### config.mk
export PLATFORM = sky130hd
export DESIGN_NAME = systolic_result_writer_flat
export DESIGN_NICKNAME = d
export VERILOG_FILES = /design/src/rtl/systolic_pkg.sv /design/src/rtl/systolic_result_writer_if.sv /design/src/rtl/systolic_result_writer.sv /design/src/flat_wrapper.sv
export SDC_FILE = /design/constraint.sdc
export NUM_CORES = 1
export LEC_CHECK = 0
export CAP_MARGIN = 25
export CORE_MARGIN = 2
export CORE_UTILIZATION = 55
export DETAILED_ROUTE_END_ITERATION = 6
export PLACE_DENSITY = 0.86
export SLEW_MARGIN = 5
export SYNTH_ARGS = -nofsm -noshare
export SYNTH_HDL_FRONTEND = slang
export SYNTH_SLANG_ARGS = --single-unit
### constraint.sdc
create_clock -name clk -period 5.1 [get_ports clk]
set_input_delay 1.02 -clock clk [delete_from_list [all_inputs] [get_ports clk]]
set_output_delay 1.02 -clock clk [all_outputs]
set_load 0.03 [all_outputs]
### src/rtl/systolic_pkg.sv
// Shared constants and types for the systolic array and its SRAM write-back path.
// Latency: n/a (declarations only).
// Backpressure: n/a.
package systolic_pkg;

    localparam int SYS_N       = 4;
    localparam int SYS_ACC_W   = 20;
    localparam int SRAM_ADDR_W = 13;
    localparam int SRAM_DATA_W = 32;
    localparam int SRAM_DEPTH  = 1 << SRAM_ADDR_W;

    typedef logic signed [SYS_ACC_W-1:0] acc_t;

    typedef enum logic [1:0] {
        IDLE  = 2'd0,
        WRITE = 2'd1,
        DONE  = 2'd2
    } wb_state_t;

endpackage

### src/rtl/systolic_result_writer_if.sv
// Write-back request (start/base/matrix) plus status and SRAM write-port bundle.
// Latency: n/a (wires only).
// Backpressure: none; the SRAM write port always accepts.
interface systolic_result_writer_if
    import systolic_pkg::*;
#(
    parameter int N      = SYS_N,
    parameter int ACC_W  = SYS_ACC_W,
    parameter int ADDR_W = SRAM_ADDR_W,
    parameter int DATA_W = SRAM_DATA_W
) ();

    logic                             start;
    logic [ADDR_W-1:0]                base_addr;
    logic [N-1:0][N-1:0][ACC_W-1:0]   out;
    logic                             busy;
    logic                             done;
    logic                             wsbn;
    logic [ADDR_W-1:0]                waddr;
    logic [DATA_W-1:0]                wdata;

    // The writer drives the SRAM write port and status.
    modport master (
        input  start,
        input  base_addr,
        input  out,
        output busy,
        output done,
        output wsbn,
        output waddr,
        output wdata
    );

    modport slave (
        output start,
        output base_addr,
        output out,
        input  busy,
        input  done,
        input  wsbn,
        input  waddr,
        input  wdata
    );

endinterface

### src/rtl/systolic_result_writer.sv
// Snapshots the NxN accumulator matrix and writes it row-major, one word per cycle, to SRAM.
// Latency: first write one cycle after start is sampled; done N*N+1 cycles after the start edge.
// Backpressure: none; start is ignored while busy and never queued.
module systolic_result_writer
    import systolic_pkg::*;
#(
    parameter int N      = SYS_N,
    parameter int ACC_W  = SYS_ACC_W,
    parameter int ADDR_W = SRAM_ADDR_W,
    parameter int DATA_W = SRAM_DATA_W
) (
    input  logic                     clk,
    input  logic                     rst_n,
    systolic_result_writer_if.master wb
);

    localparam int              NN       = N * N;
    localparam int              IDX_W    = (NN > 1) ? $clog2(NN) : 1;
    localparam logic [IDX_W-1:0] LAST_IDX = IDX_W'(NN - 1);

    wb_state_t                 r_state;
    wb_state_t                 w_state_nxt;

    logic [NN-1:0][ACC_W-1:0]  r_snap;
    logic [ADDR_W-1:0]         r_base;
    logic [IDX_W-1:0]          r_idx;
    logic [IDX_W-1:0]          w_idx_nxt;
    logic                      r_busy;
    logic                      w_busy_nxt;
    logic                      r_done;
    logic                      w_done_nxt;
    logic                      r_wsbn;
    logic                      w_wsbn_nxt;
    logic [ADDR_W-1:0]         r_waddr;
    logic [ADDR_W-1:0]         w_waddr_nxt;
    logic [DATA_W-1:0]         r_wdata;
    logic [DATA_W-1:0]         w_wdata_nxt;
    logic                      w_load;
    logic signed [ACC_W-1:0]   w_elem;

    // Flattened snapshot index idx == r*N + c, so this is out[idx/N][idx%N].
    assign w_elem = r_snap[r_idx];

    always_ff @(posedge clk or negedge rst_n) begin
        if (!rst_n) begin
            r_state <= IDLE;
        end else begin
            r_state <= w_state_nxt;
        end
    end

    always_comb begin
        w_state_nxt = r_state;
        w_idx_nxt   = r_idx;
        w_busy_nxt  = r_busy;
        w_done_nxt  = 1'b0;
        w_wsbn_nxt  = 1'b1;
        w_waddr_nxt = r_waddr;
        w_wdata_nxt = r_wdata;
        w_load      = 1'b0;

        unique case (r_state)
            IDLE: begin
                w_busy_nxt = 1'b0;
                if (wb.start) begin
                    w_load      = 1'b1;
                    w_idx_nxt   = '0;
                    w_busy_nxt  = 1'b1;
                    w_state_nxt = WRITE;
                end
            end
            WRITE: begin
                w_wsbn_nxt  = 1'b0;
                // Address add truncates to ADDR_W, so bursts wrap past the top silently.
                w_waddr_nxt = r_base + ADDR_W'(r_idx);
                w_wdata_nxt = DATA_W'(w_elem);
                w_idx_nxt   = r_idx + IDX_W'(1);
                if (r_idx == LAST_IDX) begin
                    w_state_nxt = DONE;
                end
            end
            DONE: begin
                w_done_nxt  = 1'b1;
                w_busy_nxt  = 1'b0;
                w_state_nxt = IDLE;
            end
            default: begin
                w_state_nxt = IDLE;
            end
        endcase
    end

    always_ff @(posedge clk or negedge rst_n) begin
        if (!rst_n) begin
            r_snap  <= '0;
            r_base  <= '0;
            r_idx   <= '0;
            r_busy  <= 1'b0;
            r_done  <= 1'b0;
            r_wsbn  <= 1'b1;
            r_waddr <= '0;
            r_wdata <= '0;
        end else begin
            r_idx   <= w_idx_nxt;
            r_busy  <= w_busy_nxt;
            r_done  <= w_done_nxt;
            r_wsbn  <= w_wsbn_nxt;
            r_waddr <= w_waddr_nxt;
            r_wdata <= w_wdata_nxt;
            if (w_load) begin
                r_snap <= wb.out;
                r_base <= wb.base_addr;
            end
        end
    end

    assign wb.busy  = r_busy;
    assign wb.done  = r_done;
    assign wb.wsbn  = r_wsbn;
    assign wb.waddr = r_waddr;
    assign wb.wdata = r_wdata;

endmodule

### src/flat_wrapper.sv
// flat-port wrapper written by rule: the top's interface ports become plain ports
module systolic_result_writer_flat import systolic_pkg::*;
#(
    parameter int N      = SYS_N,
    parameter int ACC_W  = SYS_ACC_W,
    parameter int ADDR_W = SRAM_ADDR_W,
    parameter int DATA_W = SRAM_DATA_W
)
  (clk, rst_n, wb_start, wb_base_addr, wb_out, wb_busy, wb_done, wb_wsbn, wb_waddr, wb_wdata);
  systolic_result_writer_if #(.N(N), .ACC_W(ACC_W), .ADDR_W(ADDR_W), .DATA_W(DATA_W)) wb_i ();
  input  logic clk;
  input  logic rst_n;
  input wire logic [$bits(wb_i.start)-1:0] wb_start;
  input wire logic [$bits(wb_i.base_addr)-1:0] wb_base_addr;
  input wire logic [$bits(wb_i.out)-1:0] wb_out;
  output wire logic [$bits(wb_i.busy)-1:0] wb_busy;
  output wire logic [$bits(wb_i.done)-1:0] wb_done;
  output wire logic [$bits(wb_i.wsbn)-1:0] wb_wsbn;
  output wire logic [$bits(wb_i.waddr)-1:0] wb_waddr;
  output wire logic [$bits(wb_i.wdata)-1:0] wb_wdata;
  assign wb_i.start = wb_start;
  assign wb_i.base_addr = wb_base_addr;
  assign wb_i.out = wb_out;
  assign wb_busy = wb_i.busy;
  assign wb_done = wb_i.done;
  assign wb_wsbn = wb_i.wsbn;
  assign wb_waddr = wb_i.waddr;
  assign wb_wdata = wb_i.wdata;
  systolic_result_writer #(.N(N), .ACC_W(ACC_W), .ADDR_W(ADDR_W), .DATA_W(DATA_W)) u_core (.clk(clk), .rst_n(rst_n), .wb(wb_i));
endmodule
==> metrics <==
Worst EP required 5.47 ns; # Post-CTS Setup Buffers 0; post-synthesis sequential area ratio 55.82%; Largest stage delay, worst path between 0.9 and 1 ns; nature of the critical path endpoint flop; Max Slew Vio Count 0; Worst Path Class, Setup reg -> reg; number of buffers on the longest clock path 3; top-area cell type share of the netlist area 55.67%; GPL Wtd Cong 0.8007; initial DRC count 594; Hold Crit Depth 1; Cell variety after synth just over 50; cell taking the most area after synthesis dfrtp_1; Vias roughly 11000; status complete, no violations; fraction of layout cells with a size suffix above 1 11.16%; Synth Cell Area approximately 17000 µm²; R2R Path End u_core.wb.wdata[1]; antenna viol nets, final 0; GRT Overall Usage 27.70%; flop and latch count out of synthesis 375; cts repair resizes 0; I/O pins 384; Post-Place Worst Slack 1.894 ns; Layout Nets 1785; Slew headroom 31.12%; routed wire length 44120 µm; Worst-Skew Late Latency 0.52 ns; Hold Startpoint u_core.r_snap[237]; CP Cell Sequence buf_4, mux4_1, mux2_2, o22ai_1, a21oi_1; final worst path period share 59.34%; Synth Warn # 0; CTS H-tree lvls 2; reg-to-reg startpoint u_core.r_idx[0]; Worst Path Arrival 3.39 ns; CTS buffer count 41; met2 Use GR 46.43%; Avg Inst Size Synth between 15 and 20 µm²; Worst Max-Slew Pin Slew 1.033 ns; slowest stage cell, crit path dfrtp_4; setup slack, reg-to-reg 2.07 ns; largest net degree at the start of global routing 176; Post-synth EDFFs 0; HPWL Detailed approximately 31000 µm; post-route setup TNS 0 ns; number of port buffers 383; most used flip-flop cell after synthesis dfrtp_1; Rows 64; Syn Inst Count 1089; clock root buffer clkbuf_16; vias per cell 5.764; Pleak 0.009133 µW; Worst VDD drop 0.3606 mV; skew final 0.02498 ns; syn nets 1431; CTS tree yes; met1 GRT Util 35.28%; Hold/Removal Path Class reg -> reg; 1st-pass router iterations 5; main area contributors after synthesis dfrtp_1 (56%), mux2_1 (22%), mux4_2 (6.6%); Die Area 31980 µm²; WL per Instance around 24 µm; most frequent cell after synthesis dfrtp_1; DRC viols 0; minimum clock period 3.026 ns; first-pass GRT wire length 66430 µm; Max Fanout on Critical Path 36; critical path launch point type flop; Die H around 180 µm; grt met3 use 5.874%; number of global-route vias before repair 11710; clk sink count 375; Post-synth top cells dfrtp_1 (374), mux2_1 (321), buf_2 (54); Initial Utilization 55.40%; clk slew on worst S/H paths ~0.060 ns; CTS Hold Buffers Added 0; power per standard cell area 633.4 nW/µm²; highest achievable clock rate between 0.3 and 0.4 GHz; Die W 178.8 µm; final hold violation count 0; final setup margin 2.074 ns; Design Power 14030 µW; total grt overflow 0; Area Overhead vs Synth 31.72%; max-capacitance violation count 0; final number of setup-violating endpoints 0; WHS Endpoint u_core.r_snap[237]; CORE AREA approximately 30000 µm²; Synth async-reset ratio 100.0%; worst r2r path cells 5; GR peak layer met2; RSZ-0062 raised after global routing no; antenna violations before repair 8
[power by group]
group	internal [µW]	total, µW	switching [µW]
logic	2930	5520	2590
clock network	1780	2920	1140
registers	4530	5590	1070
[logic make-up (layout without fill, tap and decap cells)]
group / Yosys count / after routing / share of synthesized area, %
buffers and inverters: 89 / 469 / 3.170
other: 0 / 10 / 0
AO/OA/AOI/OAI: 95 / 95 / 3.870
adder cells (fa/ha/maj): 6 / 6 / 0.4912
flip-flops: 375 / 375 / 55.82
XOR/XNOR: 3 / 3 / 0.1563
multiplexers: 442 / 442 / 34.13
AND/OR/NAND/NOR: 79 / 79 / 2.359
[area by class of cell]
| cell class | instances | area [µm²] |
|---|---|---|
| inverters | 3 | 11.26 |
| fillers | 1947 | 8204 |
| flip-flops and latches | 375 | 9394 |
| clock buffers | 63 | 1210 |
| clock inverters | 6 | 116.4 |
| diodes | 10 | 25.02 |
| well taps | 396 | 495.5 |
| multi-input cells | 625 | 6908 |
| repair buffers | 397 | 3985 |
[through the flow]
| step | hold WS, ns | utilization, % | instances | area [µm²] |
|---|---|---|---|---|
| after floorplan | 0.4488 | - | 1089 | 16810 |
| after global placement | 0.4587 | 68.48 | 1795 | 20780 |
| after detailed placement | 0.4667 | 68.52 | 1796 | 20790 |
| after CTS | 0.4822 | 72.89 | 1865 | 22120 |
| after global routing | 0.4943 | 72.93 | 1870 | 22130 |
| final | 0.4800 | 72.97 | 1875 | 22150 |
[critical path: cells and delay by family (launching register included)]
family	cells	cell delay, ns
DFF	1	0.92
muxes	2	1.13
buffers and inverters	1	0.61
AOI/OAI and AO/OA	2	0.18
[per-layer routing]
layer / wire [µm] / part of all wire [%] / vias up
met1: 17350 / 39 / 5591
met4: 1783 / 4.0 / 0
met5: 0 / 0 / -
met3: 2735 / 6.2 / 93
met2: 22250 / 50 / 370
li1: - / - / 4754
[state kept, by name, summed over array words and instances, names as in the netlist]
signal / count
u_core.r_snap: 320
u_core.wb.wdata: 20
u_core.r_base: 13
u_core.wb.waddr: 13
u_core.r_idx: 4
u_core.r_state: 2
u_core.wb.busy: 1
u_core.wb.done: 1
u_core.wb.wsbn: 1
[how the worst max path moves through the flow]
stage | from | to | slack (ns) | cells past startpoint
floorplan | wb_start | u_core.r_snap[10] | 2.95 | 4
global placement | wb_start | u_core.r_snap[229] | 1.92 | 4
detailed placement | wb_start | u_core.r_snap[245] | 1.89 | 4
CTS | u_core.r_idx[0] | u_core.wb.wdata[1] | 2.05 | 5
global route | u_core.r_idx[0] | u_core.wb.wdata[1] | 1.91 | 5
finish | u_core.r_idx[0] | u_core.wb.wdata[1] | 2.07 | 5
[placed cells by master (no fill, tap or decap), types with 7 or more instances in the layout]
| cell type | n |
|---|---|
| nor2_1 | 10 |
| clkbuf_16 | 42 |
| o22ai_2 | 11 |
| a31oi_1 | 7 |
| buf_4 | 10 |
| mux2_1 | 321 |
| diode_2 | 10 |
| o21ai_0 | 8 |
| o22ai_1 | 17 |
| clkdlybuf4s50_1 | 382 |
| clkbuf_8 | 8 |
| nand3_1 | 16 |
| clkbuf_1 | 13 |
| a22oi_1 | 11 |
| nand2_1 | 28 |
| mux4_2 | 49 |
| mux4_1 | 16 |
| mux2_2 | 23 |
| a21oi_1 | 24 |
| mux2i_1 | 31 |
| dfrtp_1 | 371 |
No activity file was read; power rests on OpenSTA's default activity.
==> RTL change, RTL diff (same flow settings) <==
The package constant `SRAM_DATA_W` goes from 32 to 28.
--- a/src/rtl/systolic_pkg.sv
+++ b/src/rtl/systolic_pkg.sv
@@ -6,7 +6,7 @@
     localparam int SYS_N       = 4;
     localparam int SYS_ACC_W   = 20;
     localparam int SRAM_ADDR_W = 13;
-    localparam int SRAM_DATA_W = 32;
+    localparam int SRAM_DATA_W = 28;
     localparam int SRAM_DEPTH  = 1 << SRAM_ADDR_W;
 
     typedef logic signed [SYS_ACC_W-1:0] acc_t;
Interface: changed (resized wb_wdata); port bits go from 384 to 380. The function was not compared with the original's and may differ.
==> RTL change against the unedited design <==
  * Synthesized area is 0.18% lower
  * Design area is 0.13% higher
  * First-iteration DRC count is 38% higher
  * Worst setup slack better by 0.14 ns
  * Cell count is 0.43% lower
  * Sequential cell count stayed put
  * Routed wire length is 0.90% lower
  * Non-clock buffer count is 4 lower
  * Total power hardly changed
  * Largest cell class unchanged
==> RTL change: results (changes against the unedited design) <==
Synth
  – Synth area leaders: dfrtp_1 (56%), mux2_1 (22%), mux4_2 (6.6%), mux4_1 (2.5%), mux2i_1 (1.8%)
  – Main combinational cell family by area after synthesis: multiplexers
  – Syn_nets: 1,427 (-0.28%)
  – Sequential fraction of the synthesis area: 55.9% (+0.10 points)
  – Post-Synth XOR/XNOR Area: 0.157% (+0.00028 points)
  – Compound-cell area share of the yosys netlist: 3.88% (+0.0069 points)
  – Syn Area/Cell: 15.5 sq um (+0.19%)
  – Post-synthesis adder-cell area fraction: 0.492% (+0.00088 points)
  – Post-synthesis mux area share: 34.2% (+0.061 points)

Min path
  – HP Start: u_core.r_snap[105]
  – Hold path endpoint: u_core.r_snap[105]

Final layout
  – Filler cells: 1,906 (-2.1%)
  – Max reg flops: 320 (unchanged)
  – Layout cells sized above 1: 11.9% (+0.70 points)
  – Largest Register: u_core.r_snap

Power
  – Worst vdd ir: 0.000349 V (-3.3%)
  – Leak Pwr: 0.00916 uW (+0.35%)

Clock tree
  – CTS Buf Count: 40 (-2.4%)
  – Resized Gates After CTS: 0 (unchanged)
  – Worst-Skew Late Latency: 0.52 ns (about the same)

Setup path
  – R2R depth: 6 (+1)
  – Reg-to-reg slack, setup: 2.21 ns (+0.14 ns)
  – Critical Path Fanout Max: 40 (+11%)
  – Slowest stage delay, CP: 0.76 ns (-0.16 ns)
  – Cell family with most CP delay: compound AO/OA/AOI/OAI gates

STA
  – Worst Clk Skew: 0.0112 ns (-0.0138 ns)
  – Worst hold slack: 0.475 ns (-0.00527 ns)
  – Worst Max-Slew Pin Slew: 0.976 ns (-0.0568 ns)

Detailed routing
  – Wire length on met3: 2720 microns (-0.62%)
  – Vias per cell: 5.76 (-0.15%)
  – WL/cell: 23.4 microns (-0.47%)
  – 1st-iter DRT viols: 819 (+38%)
  – Wl on met1: 17,600 microns (+1.2%)
  – Routed wl met2: 22,200 microns (-0.32%)

Place
  – PortBufs: 379 (-1.0%)
  – HPWL Detailed: 31,000 microns (-1.1%)
  – RD Place Congestion: 0.847 (+5.8%)
  – Area post-placement: 0.0208 sq mm (-0.19%)
  – DP Cell Count: 1,786 (-0.56%)

Outcome
  – Outcome: completed

GRT
  – First-pass GRT wire length: 66,800 microns (+0.58%)
  – Gr usage total: 28.0% (+0.25 points)
  – Vias in the first global route: 11,700 (+0.017%)
  – Pin count of the biggest net entering global routing: 127 (-28%)

Floorplan
  – Die W: 179 microns (about the same)
==> RTL change: changes by cell type in the layout (fill, tap and decap cells not counted), sizes merged <==
cell and change:
clkbuf -4, diode +1, clkdlybuf4s50 -4, bufinv +1
clkinv +3, clkinvlp +1
==> RTL change: power by group <==
part	leakage (uW)	internal, uW	switching, uW
registers	0.00443	4520	1040
logic	0.00404	2900	2530
clock network	0.000691	1870	1150
==> RTL change: layer usage <==
layer  vias up  track usage, %
met5         -               0
met4         0            9.49
met1      5538            36.6
met3        80            5.30
met2       364            47.2
li1       4764               -
==> RTL change: cell type report <==
cell class | count | area share (%)
sequential | 375 | 42.4
multi-input combinational | 625 | 31.2
clock inverter | 11 | 0.711
clock buffer | 59 | 5.56
tap | 390 | 2.20
inverter | 3 | 0.0508
antenna | 11 | 0.124
timing repair buffer | 393 | 17.8
==> RTL change: how the worst max path moves through the flow <==
stage,depth (start not counted),slack [ns],end
floorplan,4,2.95,u_core.r_snap[10]
global placement,4,1.85,u_core.r_snap[270]
detailed placement,4,1.82,u_core.r_snap[290]
CTS,1,2.20,wb_wdata[19]
global route,6,2.04,u_core.wb.waddr[6]
finish,6,2.21,u_core.wb.waddr[6]
==> RTL change: kinds of logic after synthesis <==
kind of cell,Yosys count
mux,442
flops,375
compound gates,95
buf+inv,85
simple gates,79
fa+ha+maj,6
xor+xnor,3
==> RTL change: per-stage QoR <==
step           util, %  power [uW]  worst slack, ns
2_1_floorplan        -        9170             2.95
3_3_place_gp      69.5       10800             1.85
3_5_place_dp      69.5       11100             1.82
4_1_cts           74.1       14100             2.20
5_1_grt           74.2       14800             2.04
6_report          74.2       14000             2.21
